==> src/rtl/mem_arbiter_pkg.sv <==
// Shared types for the memory arbiter: FSM state encoding and index-width helper.
package mem_arb_pkg;

  typedef enum logic [1:0] {
    IDLE   = 2'd0,
    ACCESS = 2'd1,
    DONE   = 2'd2
  } state_e;

  // Width of a requester index; never narrower than one bit.
  function automatic int idx_w(input int n);
    return (n > 1) ? $clog2(n) : 1;
  endfunction

endpackage

==> src/rtl/mem_arbiter_if.sv <==
// Requester and memory-side signals of the arbiter, bundled with arbiter (slave)
// and environment (master) views.
interface mem_arbiter_if #(
  parameter int NREQ = 4,
  parameter int AW   = 8,
  parameter int DW   = 8
);
  logic [NREQ-1:0]    req;
  logic [NREQ-1:0]    we_req;
  logic [NREQ*AW-1:0] addr_req;
  logic [NREQ*DW-1:0] wdata_req;
  logic [NREQ-1:0]    gnt;
  logic [NREQ-1:0]    done;
  logic [DW-1:0]      rdata;
  logic [AW-1:0]      mem_addr;
  logic               mem_re;
  logic               mem_we;
  logic [DW-1:0]      mem_wdata;
  logic               mem_drive;
  logic [DW-1:0]      mem_rdata;

  modport slave (
    input  req, we_req, addr_req, wdata_req, mem_rdata,
    output gnt, done, rdata, mem_addr, mem_re, mem_we, mem_wdata, mem_drive
  );

  modport master (
    output req, we_req, addr_req, wdata_req, mem_rdata,
    input  gnt, done, rdata, mem_addr, mem_re, mem_we, mem_wdata, mem_drive
  );
endinterface

==> src/rtl/mem_arbiter_rr_picker.sv <==
// Combinational round-robin search: first set request after the last winner, wrapping.
module rr_picker
  import mem_arb_pkg::*;
#(
  parameter  int NREQ = 4,
  localparam int IW   = idx_w(NREQ)
) (
  input  logic [NREQ-1:0] req_i,
  input  logic [IW-1:0]   last_i,
  output logic            any_o,
  output logic [IW-1:0]   winner_o
);

  logic [IW-1:0] cand;

  // NOTE: every output of a combinational block gets a default first so no
  // path leaves it unassigned, which would otherwise infer a latch.
  always_comb begin
    any_o    = 1'b0;
    winner_o = '0;
    cand     = '0;
    // Scan from the farthest candidate back to the nearest so the nearest wins.
    for (int k = NREQ; k >= 1; k--) begin
      cand = IW'((int'(last_i) + k) % NREQ);
      if (req_i[cand]) begin
        any_o    = 1'b1;
        winner_o = cand;
      end
    end
  end

endmodule

==> src/rtl/mem_arbiter.sv <==
// Round-robin arbiter sharing one single-port memory: IDLE -> ACCESS -> DONE,
// one memory cycle per transaction, all outputs driven straight from registers.
module mem_arbiter
  import mem_arb_pkg::*;
#(
  parameter int NREQ = 4,
  parameter int AW   = 8,
  parameter int DW   = 8
) (
  input logic          clock,
  input logic          reset_L,
  mem_arbiter_if.slave bus
);

  localparam int IW = idx_w(NREQ);

  state_e          state_q;
  logic [IW-1:0]   win_q;
  logic [IW-1:0]   last_q;
  logic            we_q;
  logic [AW-1:0]   addr_q;
  logic [DW-1:0]   wdata_q;
  logic [DW-1:0]   rdata_q;
  logic [NREQ-1:0] gnt_q;
  logic [NREQ-1:0] done_q;
  logic            mem_re_q;
  logic            mem_we_q;

  logic            pick_any;
  logic [IW-1:0]   pick_idx;

  rr_picker #(.NREQ(NREQ)) u_picker (
    .req_i    (bus.req),
    .last_i   (last_q),
    .any_o    (pick_any),
    .winner_o (pick_idx)
  );

  // NOTE: state is updated with non-blocking assignments so every register
  // samples pre-edge values, independent of statement order.
  always_ff @(posedge clock or negedge reset_L) begin
    if (!reset_L) begin
      state_q  <= IDLE;
      win_q    <= '0;
      last_q   <= IW'(NREQ - 1);
      we_q     <= 1'b0;
      addr_q   <= '0;
      wdata_q  <= '0;
      rdata_q  <= '0;
      gnt_q    <= '0;
      done_q   <= '0;
      mem_re_q <= 1'b0;
      mem_we_q <= 1'b0;
    end else begin
      case (state_q)
        IDLE: begin
          if (pick_any) begin
            win_q    <= pick_idx;
            we_q     <= bus.we_req[pick_idx];
            addr_q   <= bus.addr_req[int'(pick_idx) * AW +: AW];
            wdata_q  <= bus.wdata_req[int'(pick_idx) * DW +: DW];
            gnt_q    <= NREQ'(1) << pick_idx;
            mem_re_q <= ~bus.we_req[pick_idx];
            mem_we_q <= bus.we_req[pick_idx];
            state_q  <= ACCESS;
          end
        end
        ACCESS: begin
          // The memory read data is only valid during this single cycle.
          if (!we_q) rdata_q <= bus.mem_rdata;
          mem_re_q <= 1'b0;
          mem_we_q <= 1'b0;
          done_q   <= gnt_q;
          state_q  <= DONE;
        end
        DONE: begin
          done_q  <= '0;
          gnt_q   <= '0;
          last_q  <= win_q;
          state_q <= IDLE;
        end
        default: state_q <= IDLE;
      endcase
    end
  end

  assign bus.gnt       = gnt_q;
  assign bus.done      = done_q;
  assign bus.rdata     = rdata_q;
  assign bus.mem_addr  = addr_q;
  assign bus.mem_re    = mem_re_q;
  assign bus.mem_we    = mem_we_q;
  assign bus.mem_wdata = wdata_q;
  assign bus.mem_drive = mem_we_q;

endmodule

==> src/flat_wrapper.sv <==
// flat-port wrapper written by rule: the top's interface ports become plain ports
module mem_arbiter_flat import mem_arb_pkg::*;
#(
  parameter int NREQ = 4,
  parameter int AW   = 8,
  parameter int DW   = 8
)
  (clock, reset_L, bus_req, bus_we_req, bus_addr_req, bus_wdata_req, bus_mem_rdata, bus_gnt, bus_done, bus_rdata, bus_mem_addr, bus_mem_re, bus_mem_we, bus_mem_wdata, bus_mem_drive);
  mem_arbiter_if #(.NREQ(NREQ), .AW(AW), .DW(DW)) bus_i ();
  input logic clock;
  input logic reset_L;
  input wire logic [$bits(bus_i.req)-1:0] bus_req;
  input wire logic [$bits(bus_i.we_req)-1:0] bus_we_req;
  input wire logic [$bits(bus_i.addr_req)-1:0] bus_addr_req;
  input wire logic [$bits(bus_i.wdata_req)-1:0] bus_wdata_req;
  input wire logic [$bits(bus_i.mem_rdata)-1:0] bus_mem_rdata;
  output wire logic [$bits(bus_i.gnt)-1:0] bus_gnt;
  output wire logic [$bits(bus_i.done)-1:0] bus_done;
  output wire logic [$bits(bus_i.rdata)-1:0] bus_rdata;
  output wire logic [$bits(bus_i.mem_addr)-1:0] bus_mem_addr;
  output wire logic [$bits(bus_i.mem_re)-1:0] bus_mem_re;
  output wire logic [$bits(bus_i.mem_we)-1:0] bus_mem_we;
  output wire logic [$bits(bus_i.mem_wdata)-1:0] bus_mem_wdata;
  output wire logic [$bits(bus_i.mem_drive)-1:0] bus_mem_drive;
  assign bus_i.req = bus_req;
  assign bus_i.we_req = bus_we_req;
  assign bus_i.addr_req = bus_addr_req;
  assign bus_i.wdata_req = bus_wdata_req;
  assign bus_i.mem_rdata = bus_mem_rdata;
  assign bus_gnt = bus_i.gnt;
  assign bus_done = bus_i.done;
  assign bus_rdata = bus_i.rdata;
  assign bus_mem_addr = bus_i.mem_addr;
  assign bus_mem_re = bus_i.mem_re;
  assign bus_mem_we = bus_i.mem_we;
  assign bus_mem_wdata = bus_i.mem_wdata;
  assign bus_mem_drive = bus_i.mem_drive;
  mem_arbiter #(.NREQ(NREQ), .AW(AW), .DW(DW)) u_core (.clock(clock), .reset_L(reset_L), .bus(bus_i));
endmodule
==> config.mk <==
export PLATFORM = sky130hd
export DESIGN_NAME = mem_arbiter_flat
export DESIGN_NICKNAME = d
export VERILOG_FILES = /design/src/rtl/mem_arbiter_pkg.sv /design/src/rtl/mem_arbiter_if.sv /design/src/rtl/mem_arbiter_rr_picker.sv /design/src/rtl/mem_arbiter.sv /design/src/flat_wrapper.sv
export SDC_FILE = /design/constraint.sdc
export NUM_CORES = 1
export LEC_CHECK = 0
export BUFFER_PORTS_ARGS = -buffer_cell sky130_fd_sc_hd__buf_4
export CORE_ASPECT_RATIO = 0.9
export CORE_MARGIN = 1
export CORE_UTILIZATION = 45
export CTS_CLUSTER_DIAMETER = 80
export CTS_CLUSTER_SIZE = 28
export DETAILED_ROUTE_END_ITERATION = 8
export PLACE_DENSITY = 0.81
export SYNTH_ARGS = -nofsm -noshare
export SYNTH_HDL_FRONTEND = slang
export SYNTH_SLANG_ARGS = --single-unit
==> constraint.sdc <==
create_clock -name clock -period 2.1 [get_ports clock]
set_input_delay 0.21 -clock clock [delete_from_list [all_inputs] [get_ports clock]]
set_output_delay 0.21 -clock clock [all_outputs]
set_load 0.05 [all_outputs]
==> impl_metrics.csv <==
group,metric,value,unit
clock_tree,h-tree-depth,2,
global_route,grt_start_max_net_pins,42,
synth,yosys.area.top_type,"dfrtp_1",
hold_path,whs_path_depth,2,
synth,yosysUniqueCellTypes,33,
synth,synthesis.area_per_instance,10.4,sq um
critical_path,cp.required,2.28,ns
sta,finalClockSkew,0.00710,ns
sta,setup_viol,0,
sta,fin_tns_setup,0,ns
placement,place_congestion,0.783,
final_layout,final_layout_size_suffix_gt1_share,51.3,%
placement,hpwl,5010,um
power_and_ir_drop,max-vdd-ir-drop,1.04,mV
detailed_routing,vias,2220,
hold_path,hold_path.class,"primary input to flip-flop",
floorplan,chipHeight,69.0,um
synth,synth_cells,215,
global_route,antenna_found_initial,0,
sta,drv_slew,0,
sta,max_slew.worst_pin.slew,0.528,ns
critical_path,cp_max_fo,20,
detailed_routing,ant_nets,0,
detailed_routing,viasPerCell,5.59,
critical_path,endpoint_kind,"flip-flop",
power_and_ir_drop,powerDensity,1600,nW/um^2
synth,ys_ff_latch,41,
clock_tree,cts_sinks,41,
critical_path,critPathLaunchType,"flip-flop",
status,status,"finished, final reports clean",
floorplan,fp-row-count,23,
global_route,grt_pass1_wl,10200,um
placement,portBuffers,116,
clock_tree,numCtsBuffers,5,
synth,async_reset_ff_share,100,%
power_and_ir_drop,leakagePower,1.59,nW
synth,mappedNetlistNets,301,
synth,yosysSeqAreaShare,45.8,%
synth,synth_area_leaders,"dfrtp_1 44%, mux2_2 14%, a222oi_1 7.1%",
floorplan,die-area,5270,sq um
floorplan,num_io_pins,117,
clock_tree,insertion_delay,0.30,ns
placement,post-place-ws,0.0327,ns
synth,synth_edf_count,0,
final_layout,nets,420,
sta,rsz0062_at_grt,"yes",
synth,synth_top_area_share,43.5,%
clock_tree,postCtsSetupBuffers,0,
floorplan,die_w,76.4,um
sta,holdWs,0.149,ns
sta,fin_crit_sh,99.0,%
critical_path,ff2ff_path_depth,7,
detailed_routing,wl,6550,um
sta,slew_headroom,64.8,%
synth,yosysWarningCount,0,
detailed_routing,routedWlPerCell,16.5,um
detailed_routing,drc,0,
clock_tree,clkTransAtPathRegs,0.08,ns
detailed_routing,drt_iter0_drc,190,
floorplan,initial_core_util,48.7,%
global_route,track_usage,25.1,%
critical_path,arrival,2.26,ns
sta,finalHoldViolations,0,
synth,synth_flop_cell,"dfrtp_1",
sta,setup_ws,0.0207,ns
sta,period_minus_slack,2.08,ns
run,cap_violations,0,
floorplan,placeableCoreArea,4600,sq um
global_route,grt_overflow_total,0,
critical_path,worstSetupPathType,"flip-flop to flip-flop",
global_route,grt_pass1_vias,2248,
sta,max_freq,481,MHz
final_layout,areaGrowthSynthToFinish,48.1,%
synth,syn_area,2240,sq um
clock_tree,clock_path_buffers,2,
final_layout,antenna_cells,0,
detailed_routing,first_pass_iters,5,
clock_tree,clock-root-buffer,"clkbuf_8",
clock_tree,cts_tree,"built",
==> worst max-delay path: stages, from the launching register on <==
cell and delay [ns]:
dfstp_2 0.56, nand2b_4 0.13, a21oi_2 0.05, o221ai_2 0.21, buf_12 0.21, mux2_4 0.31
a222oi_1 0.38, a21oi_1 0.12
==> layout by cell type, fill, tap and decap left out, types with 5 or more instances in the layout <==
| cell type | count |
|---|---|
| clkbuf_8 | 7 |
| mux2_2 | 26 |
| nor2_1 | 20 |
| nand3b_1 | 5 |
| a21oi_1 | 21 |
| o21ai_0 | 16 |
| nand2_1 | 13 |
| dfrtp_1 | 39 |
| a222oi_1 | 16 |
| inv_1 | 7 |
| buf_4 | 126 |
==> cell usage after synthesis, drive strengths merged, types with 4 or more instances <==
library cell  count
a222oi           16
dfrtp            39
nand3b            5
buf               9
a21oi            22
nor2b             6
mux2i             4
clkbuf            7
nor2             20
ha                4
inv               7
nand2            13
o21ai            16
mux2             28
==> area by class of cell <==
type                    count  area (sq um)
fillers                   357          1280
multi-input cells         151          1110
flip-flops and latches     41          1030
repair buffers            128           976
clock buffers               7          96.3
well taps                  62          77.6
inverters                   7          26.3
clock inverters             1          5.00
==> path summary, 6_finish.rpt <==
path / start / to / slack, ns
max in group asynchronous: reset_L / u_core.bus.rdata[5]$_DFFE_PN0P_ / 1.30
hold reg to reg: u_core.win_q[0]$_DFFE_PN0P_ / u_core.win_q[0]$_DFFE_PN0P_ / 0.48
setup reg to reg: u_core.last_q[1]$_DFFE_PN1P_ / u_core.bus.mem_addr[5]$_DFFE_PN0P_ / 0.02
min in group asynchronous: reset_L / u_core.bus.done[1]$_DFFE_PN0P_ / 0.43
hold / removal: bus_mem_rdata[6] / u_core.bus.rdata[6]$_DFFE_PN0P_ / 0.15
setup / recovery: u_core.last_q[1]$_DFFE_PN1P_ / u_core.bus.mem_addr[5]$_DFFE_PN0P_ / 0.02
==> metal layers <==
metal  vias to the layer above  GRT usage, %  routed length (um)
met2                       106          45.7                3400
met4                         0          9.62                  65
li1                       1030             -                   -
met5                         -             0                   0
met3                         8          6.05                 499
met1                      1076          29.2                2580
==> registers in the layout (all words and copies together), names as in the netlist <==
name,flops
u_core.bus.mem_addr,8
u_core.bus.mem_wdata,8
u_core.bus.rdata,8
u_core.bus.done,4
u_core.bus.gnt,4
u_core.last_q,2
u_core.state_q,2
u_core.win_q,2
u_core.bus.mem_drive,1
u_core.bus.mem_re,1
u_core.we_q,1
==> logic make-up after synthesis <==
logic type / Yosys count / share of synthesized area, %
DFF: 41 / 45.8
AOI/OAI and AO/OA: 62 / 19.1
muxes: 32 / 16.0
adders and majority gates: 4 / 2.23
buffers and inverters: 23 / 5.02
and+or+nand+nor: 53 / 11.8
==> where the power goes <==
group / internal [mW] / total [mW] / switching [mW]
registers: 1.17 / 1.41 / 0.234
clock network: 0.297 / 0.575 / 0.278
logic: 1.25 / 3.34 / 2.09
==> metrics by stage <==
step	instance area (sq um)	cells	util [%]	total power [mW]
floorplan	2240	215	-	3.69
global placement	3200	388	69.6	4.63
detailed placement	3200	388	69.6	4.75
CTS	3310	397	72.0	5.32
global route	3320	397	72.2	5.63
finish	3320	397	72.2	5.32
==> what timing repair did <==
item	in CTS	in global routing
hold buffers	1	0
resized for setup	0	2
endpoints found under the hold margin	39	0
endpoints found under the setup margin	0	12
(Power assumes the default switching activity.)
